[config.mk]
export PLATFORM = sky130hd
export DESIGN_NAME = game_flow_ctrl
export DESIGN_NICKNAME = d
export VERILOG_FILES = /design/src/rtl/game_flow_ctrl_pkg.sv /design/src/rtl/game_flow_ctrl_tick.sv /design/src/rtl/game_flow_ctrl.sv
export SDC_FILE = /design/constraint.sdc
export NUM_CORES = 1
export LEC_CHECK = 0
export BUFFER_PORTS_ARGS = -buffer_cell sky130_fd_sc_hd__buf_4
export CAP_MARGIN = 20
export CORE_UTILIZATION = 25
export DETAILED_ROUTE_END_ITERATION = 16
export REMOVE_ABC_BUFFERS = 1
export SYNTH_ARGS = -nofsm -noshare
export SYNTH_HDL_FRONTEND = slang
export SYNTH_SLANG_ARGS = --single-unit
[constraint.sdc]
create_clock -name clk -period 4.68 [get_ports clk]
set_clock_uncertainty 0.2 [all_clocks]
set_input_delay 0.936 -clock clk [delete_from_list [all_inputs] [get_ports clk]]
set_output_delay 0.936 -clock clk [all_outputs]
set_load 0.05 [all_outputs]
[src/rtl/game_flow_ctrl_pkg.sv]
// Shared definitions for the round sequencer and the display mux that decodes its state code.
package game_flow_ctrl_pkg;

  localparam int unsigned CLK_FREQ_HZ = 50_000_000;

  typedef enum logic [2:0] {
    ST_IDLE  = 3'd0,
    ST_READY = 3'd1,
    ST_PLAY  = 3'd2,
    ST_PAUSE = 3'd3,
    ST_WIN   = 3'd4,
    ST_LOSE  = 3'd5
  } state_e;

endpackage

[src/rtl/game_flow_ctrl_tick.sv]
// Free-running 32-bit prescaler: tc is high on the last cycle of each LIMIT-cycle period.
module tick_prescaler
  import game_flow_ctrl_pkg::*;
#(
  parameter int unsigned LIMIT = CLK_FREQ_HZ
) (
  input  logic clk,
  input  logic rst_n,
  input  logic en,
  input  logic clr,
  output logic tc
);

  // LIMIT == 0 disables the terminal count; the counter then saturates instead of wrapping.
  localparam logic [31:0] LAST = (LIMIT == 0) ? '0 : 32'(LIMIT - 1);

  logic [31:0] cnt;

  assign tc = en && (LIMIT != 0) && (cnt == LAST);

  always_ff @(posedge clk or negedge rst_n) begin
    if (!rst_n) begin
      cnt <= '0;
    end else if (clr) begin
      cnt <= '0;
    end else if (en) begin
      if (tc)
        cnt <= '0;
      else if (cnt != '1)
        cnt <= cnt + 32'd1;
    end
  end

endmodule

[src/rtl/game_flow_ctrl.sv]
// Round sequencer: ready countdown, play/pause, and win/lose result hold driving the countdown timer.
module game_flow_ctrl
  import game_flow_ctrl_pkg::*;
#(
  parameter int unsigned READY_TICK  = CLK_FREQ_HZ,
  parameter int unsigned READY_STEPS = 3,
  parameter int unsigned RESULT_HOLD = 3 * CLK_FREQ_HZ
) (
  input  logic       clk,
  input  logic       rst_n,
  input  logic       btn_start,
  input  logic       btn_pause,
  input  logic       stage_clear,
  input  logic       time_out,
  output logic       game_enable,
  output logic       timer_reset,
  output logic [2:0] state_code,
  output logic [3:0] ready_digit,
  output logic       win_pulse,
  output logic       lose_pulse
);

  state_e state, nxt;
  logic   ready_en, hold_en;
  logic   ready_tc, hold_tc;

  // Counters run only while in their state, so they are already zero on every entry.
  assign ready_en = (state == ST_READY);
  assign hold_en  = (state == ST_WIN) || (state == ST_LOSE);

  tick_prescaler #(.LIMIT(READY_TICK)) u_ready_tick (
    .clk   (clk),
    .rst_n (rst_n),
    .en    (ready_en),
    .clr   (!ready_en),
    .tc    (ready_tc)
  );

  tick_prescaler #(.LIMIT(RESULT_HOLD)) u_hold_tick (
    .clk   (clk),
    .rst_n (rst_n),
    .en    (hold_en),
    .clr   (!hold_en),
    .tc    (hold_tc)
  );

  always_comb begin
    nxt = state;
    case (state)
      ST_IDLE:  if (btn_start) nxt = ST_READY;
      ST_READY: if (ready_tc && ready_digit == 4'd1) nxt = ST_PLAY;
      ST_PLAY: begin
        if (time_out)         nxt = ST_LOSE;
        else if (stage_clear) nxt = ST_WIN;
        else if (btn_pause)   nxt = ST_PAUSE;
      end
      ST_PAUSE: begin
        if (btn_start)      nxt = ST_READY;
        else if (btn_pause) nxt = ST_PLAY;
      end
      ST_WIN, ST_LOSE: begin
        if (btn_start)    nxt = ST_READY;
        else if (hold_tc) nxt = ST_IDLE;
      end
      default: nxt = ST_IDLE;
    endcase
  end

  // Outputs are decoded from the next state so they change on the same edge as the state.
  always_ff @(posedge clk or negedge rst_n) begin
    if (!rst_n) begin
      state       <= ST_IDLE;
      game_enable <= 1'b0;
      timer_reset <= 1'b0;
      ready_digit <= '0;
      win_pulse   <= 1'b0;
      lose_pulse  <= 1'b0;
    end else begin
      state       <= nxt;
      game_enable <= (nxt == ST_PLAY);
      timer_reset <= (nxt == ST_READY) && (state != ST_READY);
      win_pulse   <= (nxt == ST_WIN) && (state != ST_WIN);
      lose_pulse  <= (nxt == ST_LOSE) && (state != ST_LOSE);
      if (nxt != ST_READY)
        ready_digit <= '0;
      else if (state != ST_READY)
        ready_digit <= 4'(READY_STEPS);
      else if (ready_tc)
        ready_digit <= ready_digit - 4'd1;
    end
  end

  assign state_code = state;

endmodule

== Word level (Yosys, flattened, before mapping) ==
Cells that the tools add are included.
Word-level totals
  input port bits: 6
  output and inout port bits: 11
  register bits: 75
  logic and storage cells: 60
Operators by class
  eq/ne operators: 20
  muxes and demuxes: 19
  reduce and logical (&&, ||, !) cells: 10
  $add $sub $neg: 3
Operators by type and width (number)
  $mux W32: 6
  $add A32 B1 Y32 const B: 2
  $ne A32 B32 Y1 const B: 2
  $eq A32 B26 Y1 const B: 1
  $eq A32 B28 Y1 const B: 1
  $mux W3: 9
  $pmux W3 S5: 1
  $eq A3 B3 Y1 const B: 4
  $mux W4: 3
  $ne A3 B1 Y1 const B: 4
  $eq A3 B2 Y1 const B: 3
  $eq A3 B1 Y1 const B: 2
  $logic_and A1 B1 Y1: 6
  $ne A3 B3 Y1 const B: 2
  $eq A4 B1 Y1 const B: 1
  $sub A4 B1 Y4 const B: 1
  $logic_not A3 Y1: 1
  $reduce_bool A3 Y1: 1
  $reduce_or A2 Y1: 1
  $logic_or A1 B1 Y1: 1

== Longest topological paths before layout ==
  word-level depth: 8
  mapped depth: 8
  mapped depth without buffers: 7

== Hierarchy ==
From an unflattened synthesis, not the netlist that was laid out.
Unflattened totals
  cell total of the unflattened synthesis: 559
  area, all modules: 4773.3 um^2
By module, submodules not included
  tick_prescaler (u_ready_tick): area each 2100.8 um^2, seq. area each 800.8 um^2, cells each 257, times used 1
  tick_prescaler (u_hold_tick): area each 2029.4 um^2, seq. area each 800.8 um^2, cells each 236, times used 1
  game_flow_ctrl: area each 643.1 um^2, seq. area each 275.3 um^2, cells each 66, times used 1

== Least setup slack after synthesis ==
Ideal clock, no wire load.
  kind: flip-flop to flip-flop
  start point: register u_ready_tick.cnt[24]
  end point: register ready_digit[3]
  data required time: 4403 ps
  arrival: 2393 ps
  library setup time: 77 ps
  buffers on the path: 1
  path slack: 2009 ps
  cell stages (with the launch flop): 7
  clock period less this slack: 2671 ps
  path through: dfrtp_1 > or4_1 > or3_1 > or3_1 > clkbuf_2 > or4b_1 > a21oi_1
Between the ends
  longest elaborated chain between the ends: 7
  elaborated cells between the ends (all ways): 8
  those cells by class: eq/ne (2); mux (3); reduce/logical (3)
RTL lines
  start, declared: line game_flow_ctrl_tick.sv:17  | logic [31:0] cnt;
  start signal, assigned: line game_flow_ctrl_tick.sv:30  | cnt <= cnt + 32'd1;
  $eq A32 B26 Y1 (*): line game_flow_ctrl_tick.sv:19  | assign tc = en && (LIMIT != 0) && (cnt == LAST);
  $logic_and A1 B1 Y1 (*): line game_flow_ctrl_tick.sv:19
  $logic_and A1 B1 Y1: line game_flow_ctrl.sv:51  | ST_READY: if (ready_tc && ready_digit == 4'd1) nxt = ST_PLAY;
  $mux W3: line game_flow_ctrl.sv:51
  $pmux W3 S5: line game_flow_ctrl.sv:49  | case (state)
  $ne A3 B1 Y1: line game_flow_ctrl.sv:84  | if (nxt != ST_READY)
  $reduce_bool A3 Y1 (no source line) or $mux W4 (tied branches)
  end signal, assigned: line game_flow_ctrl.sv:87  | ready_digit <= 4'(READY_STEPS);
  end signal, assigned: line game_flow_ctrl.sv:89  | ready_digit <= ready_digit - 4'd1;
  end, declared: line game_flow_ctrl.sv:18  | output logic [3:0] ready_digit,
Mark *: on every way between the ends. The rest lies on a longest branch, timed or not.
A chain may end at the register's enable or synchronous reset.

== Final worst setup path ==
  start point: register u_ready_tick.cnt[0]
  end point: register u_ready_tick.cnt[20]
Between the ends
  longest elaborated chain between the ends: 4
  elaborated cells between the ends (all ways): 8
  those cells by class: add/sub (1); eq/ne (3); mux (3); reduce/logical (1)
RTL lines
  $add A32 B1 Y32 or $eq A32 B26 Y1 (tied branches): line game_flow_ctrl_tick.sv:30, game_flow_ctrl_tick.sv:19
  $mux W32 or $logic_and A1 B1 Y1 (tied branches): line game_flow_ctrl_tick.sv:29, game_flow_ctrl_tick.sv:19
  $mux W32: line game_flow_ctrl_tick.sv:27  | if (tc)
  $mux W32: line game_flow_ctrl_tick.sv:24  | end else if (clr) begin
Several ways; a longest one is shown, not always the timed one. The select of a mux whose other input is x is not followed.

==> results by group <==
Outcome
  – Result of the run: finished clean

Synth
  – Proportion of synthesized chip area in sequential cells: 44.8%
  – Mapped cell area: 4190 µm²
  – Number of register bits inferred by synthesis: 75
  – Share of the synthesized area in the top cell type: 44.8%
  – Top FF cell, synth: sky130_fd_sc_hd__dfrtp_1
  – Count leader, synth: sky130_fd_sc_hd__dfrtp_1
  – Gate Count Post-Synth: 468
  – Proportion of synthesized flip-flops having asynchronous set or reset: 100%
  – Number of synthesis warnings: 0
  – Top cells by area in the synthesized netlist: sky130_fd_sc_hd__dfrtp_1 (45%), sky130_fd_sc_hd__or3_1 (4.8%), sky130_fd_sc_hd__a21oi_1 (4.7%), sky130_fd_sc_hd__o21ai_0 (3.9%), sky130_fd_sc_hd__nand4_1 (3.4%)
  – Post-synth top cells: sky130_fd_sc_hd__dfrtp_1 (75), sky130_fd_sc_hd__a21oi_1 (39), sky130_fd_sc_hd__nor2_1 (36)
  – Yosys cell types: 49
  – Number of flops mapped to enable cells by yosys: 0
  – Library cell occupying the most area in the post-synthesis netlist: sky130_fd_sc_hd__dfrtp_1
  – Average cell area after synthesis: 8.96 µm²

Layout
  – Number of nets in the final layout: 488
  – Layout overhead on the synthesized area: 16.3%
  – Summed area of non-filler cells in the final layout: 4880 µm²
  – Final Instance Count excl. Fillers: 699
  – Fraction of layout instances using a drive strength above 1: 8.90%
  – Final antenna diode count: 0

GRT
  – Maximum number of pins on one net before global-route repair: 76
  – Wire length of the first global-routing pass: 16.7 mm
  – Number of global-route vias before repair: 3,529
  – GR Util All Layers: 11.6%
  – Number of antenna violations at the first check in global routing: 0
  – Total congestion overflow after global routing: 0

CTS
  – Clock Latency Late Sink: 0.34 ns
  – Hold-fix buffers at CTS: 0
  – Post-CTS setup buffers: 0
  – Quantity of gates resized following cts: 0
  – Clock-pin slew of the registers on the worst-case setup and hold paths: 0.06 ns
  – Clock root buffer: sky130_fd_sc_hd__clkbuf_16
  – Clk buf depth: 2
  – CTS buffer count: 9
  – CTS tree: done
  – Total number of H-tree levels: 3
  – Number of sinks driven by the clock tree: 75

Worst setup path
  – Capture instance of the worst register-to-register path: u_ready_tick.cnt[20]$_DFFE_PN0P_
  – Crit-path max cell delay: 0.80 ns
  – Cells along the critical path: ha_1 > nand2_1 > nor4_1 > o21ai_1 > or4_1 > a21oi_1
  – Startpoint Class: flip-flop
  – Slowest library cell on the worst path: sky130_fd_sc_hd__nor4_1
  – Data arrival time of the critical path: 3.09 ns
  – Buffer and inverter count on the worst path: 0
  – Worst R2R Setup Slack: 1.66 ns
  – CP Capture Type: flip-flop
  – Endpoint required time on the critical path: 4.75 ns
  – Worst R2R Start: u_ready_tick.cnt[0]$_DFFE_PN0P_
  – Reg2Reg Depth: 6
  – Cell count along the critical path: 6
  – Maximum net fanout on the critical path: 9
  – Kind of critical path: reg -> reg
  – Category of cells accounting for the largest share of critical-path delay: simple AND/OR/NAND/NOR gates

Floorplanning
  – Vertical die dimension: 131 µm
  – Initial Utilization: 26.0%
  – Row count: 46
  – Die outline area: 17,300 µm²
  – Top-level I/O count: 17
  – X dimension of the die: 131 µm
  – Core region area: 16,100 µm²

Power and ir drop
  – Switching power summed over all nets: 0.403 mW
  – Fraction of power consumed by sequential logic: 43.4%
  – Power share of the combinational group: 8.8%
  – Power density of the placed cells: 346 nW/µm²
  – Overall power consumption: 1.69 mW
  – Worst voltage drop across the vdd grid: 181 µV
  – Sw Ratio: 23.9%
  – Clock group share of total power: 47.8%
  – Internal power summed over all cells: 1.28 mW
  – P_leak: 1.83 nW

Timing
  – Achievable Freq: 331 MHz
  – Hold violation total from the final report: 0
  – Period minus WS final: 3.02 ns
  – Share of the clock period used by the worst path after layout: 64.6%
  – Sum of negative setup slack: 0 ns
  – Setup repair after global routing missed its margin: false
  – Headroom to the max-slew limit: 31.3%
  – Slew at the pin closest to its max-slew limit: 1.03 ns
  – Final Worst Setup Slack: 1.66 ns
  – Number of slew-limit violations in the final report: 0
  – Final count of negative-setup-slack endpoints: 0

Place
  – Number of input and output port buffers inserted: 16
  – Pre-CTS setup slack: 1.67 ns
  – Post-DP Area: 4520 µm²
  – Post-detailed-placement half-perimeter wirelength: 6.70 mm
  – DP Cell Count: 683
  – Placer Congestion: 0.866

Min path
  – Worst Hold Path Cells: 2
  – Min-Delay Endpoint: u_ready_tick.cnt[31]$_DFFE_PN0P_
  – Origin of the worst min-delay path: u_ready_tick.cnt[31]$_DFFE_PN0P_
  – Min-Delay Path Class: reg -> reg

Flow run
  – Max cap viols: 0

Detailed routing
  – Number of DRC violations after detailed routing: 0
  – Avg Vias per Cell: 5.20
  – Via count: 3,638
  – Routed length per placed instance: 13.6 µm
  – Number of nets with antenna violations after routing: 0
  – Pre-Repair DR Iteration Count: 4
  – Initial DRC Count: 248
  – Routed WL: 9.52 mm
how the worst max path moves through the flow:
stage / from / to / slack, ns
final: u_ready_tick.cnt[0]$_DFFE_PN0P_ / u_ready_tick.cnt[20]$_DFFE_PN0P_ / 1.66
after detailed placement: u_ready_tick.cnt[27]$_DFFE_PN0P_ / u_ready_tick.cnt[24]$_DFFE_PN0P_ / 1.67
after global routing: u_ready_tick.cnt[0]$_DFFE_PN0P_ / u_ready_tick.cnt[20]$_DFFE_PN0P_ / 1.41
after global placement: u_ready_tick.cnt[27]$_DFFE_PN0P_ / u_ready_tick.cnt[14]$_DFFE_PN0P_ / 1.72
after floorplan: u_ready_tick.cnt[0]$_DFFE_PN0P_ / u_ready_tick.cnt[20]$_DFFE_PN0P_ / 1.60
after CTS: u_ready_tick.cnt[27]$_DFFE_PN0P_ / u_ready_tick.cnt[24]$_DFFE_PN0P_ / 1.65
worst reg2reg max path, stage by stage (launching register included):
cell                      delay, ns
sky130_fd_sc_hd__dfrtp_1       0.43
sky130_fd_sc_hd__ha_1          0.28
sky130_fd_sc_hd__nand2_1       0.21
sky130_fd_sc_hd__nor4_1        0.80
sky130_fd_sc_hd__o21ai_1       0.40
sky130_fd_sc_hd__or4_1         0.50
sky130_fd_sc_hd__a21oi_1       0.15
flip-flops by register name, indices dropped and copies added, names as in the netlist:
name	flops
game_enable	1
lose_pulse	1
ready_digit	4
state_code	3
timer_reset	1
u_hold_tick.cnt	32
u_ready_tick.cnt	32
win_pulse	1
power by group through the flow:
stage          clock network (mW)  registers (mW)  logic (mW)
2_1_floorplan                   0           0.742      0.0954
3_3_place_gp                    0           0.738       0.144
3_5_place_dp                    0           0.742       0.148
4_1_cts                     0.826           0.730       0.150
5_1_grt                     0.851           0.737       0.168
6_report                    0.807           0.732       0.148
routing by layer:
metal / vias up / global-route usage (%) / wire (µm)
li1: 1789 / - / -
met1: 1771 / 14.7 / 4360
met2: 64 / 19.2 / 4690
met3: 14 / 2.82 / 315
met4: 0 / 4.33 / 148
met5: - / 0 / 0
cell type report:
cell class | instances | area (µm²)
timing repair buffer | 20 | 148
clock inverter | 6 | 113
inverter | 8 | 30.0
sequential | 75 | 1880
clock buffer | 10 | 239
multi-input combinational | 364 | 2200
tap | 216 | 270
fill | 1722 | 11200
cells in the final DEF, fill, tap and decap left out, types with 2 or more instances in the layout:
master,n
sky130_fd_sc_hd__and2_1,6
sky130_fd_sc_hd__clkbuf_16,9
sky130_fd_sc_hd__nor4_1,13
sky130_fd_sc_hd__o311ai_0,2
sky130_fd_sc_hd__o31ai_1,10
sky130_fd_sc_hd__o21ai_0,33
sky130_fd_sc_hd__buf_4,19
sky130_fd_sc_hd__bufinv_16,3
sky130_fd_sc_hd__clkinv_4,2
sky130_fd_sc_hd__nand2b_1,5
sky130_fd_sc_hd__or2_2,2
sky130_fd_sc_hd__nor4b_1,2
sky130_fd_sc_hd__o2111ai_1,2
sky130_fd_sc_hd__and3_1,10
sky130_fd_sc_hd__inv_1,8
sky130_fd_sc_hd__nand2_1,27
sky130_fd_sc_hd__o211ai_1,4
sky130_fd_sc_hd__a21oi_1,39
sky130_fd_sc_hd__a21o_1,3
sky130_fd_sc_hd__nor2b_1,2
sky130_fd_sc_hd__nand3_1,25
sky130_fd_sc_hd__nor2_1,36
sky130_fd_sc_hd__nand4_1,23
sky130_fd_sc_hd__xnor2_1,12
sky130_fd_sc_hd__dfrtp_1,75
sky130_fd_sc_hd__xor2_1,11
sky130_fd_sc_hd__or3_1,32
sky130_fd_sc_hd__or4_1,9
sky130_fd_sc_hd__a31oi_1,7
sky130_fd_sc_hd__ha_1,4
sky130_fd_sc_hd__and4_1,13
sky130_fd_sc_hd__nor3_1,11
sky130_fd_sc_hd__mux2i_1,2
sky130_fd_sc_hd__a211oi_1,4
sky130_fd_sc_hd__o31a_1,2
through the flow:
step / hold WS (ns) / utilization [%]
floorplan: 0.317 / -
global placement: 0.336 / 28.0
detailed placement: 0.353 / 28.1
CTS: 0.362 / 30.3
global route: 0.402 / 30.3
finish: 0.363 / 30.3
cell families after synthesis:
logic type	after synthesis	share of synthesized area, %
simple gates	221	29.7
compound gates	113	16.1
flops	75	44.8
buf+inv	29	2.75
xor+xnor	23	4.81
fa+ha+maj	4	1.19
mux	3	0.746
Power figures use the tool's default switching activity.
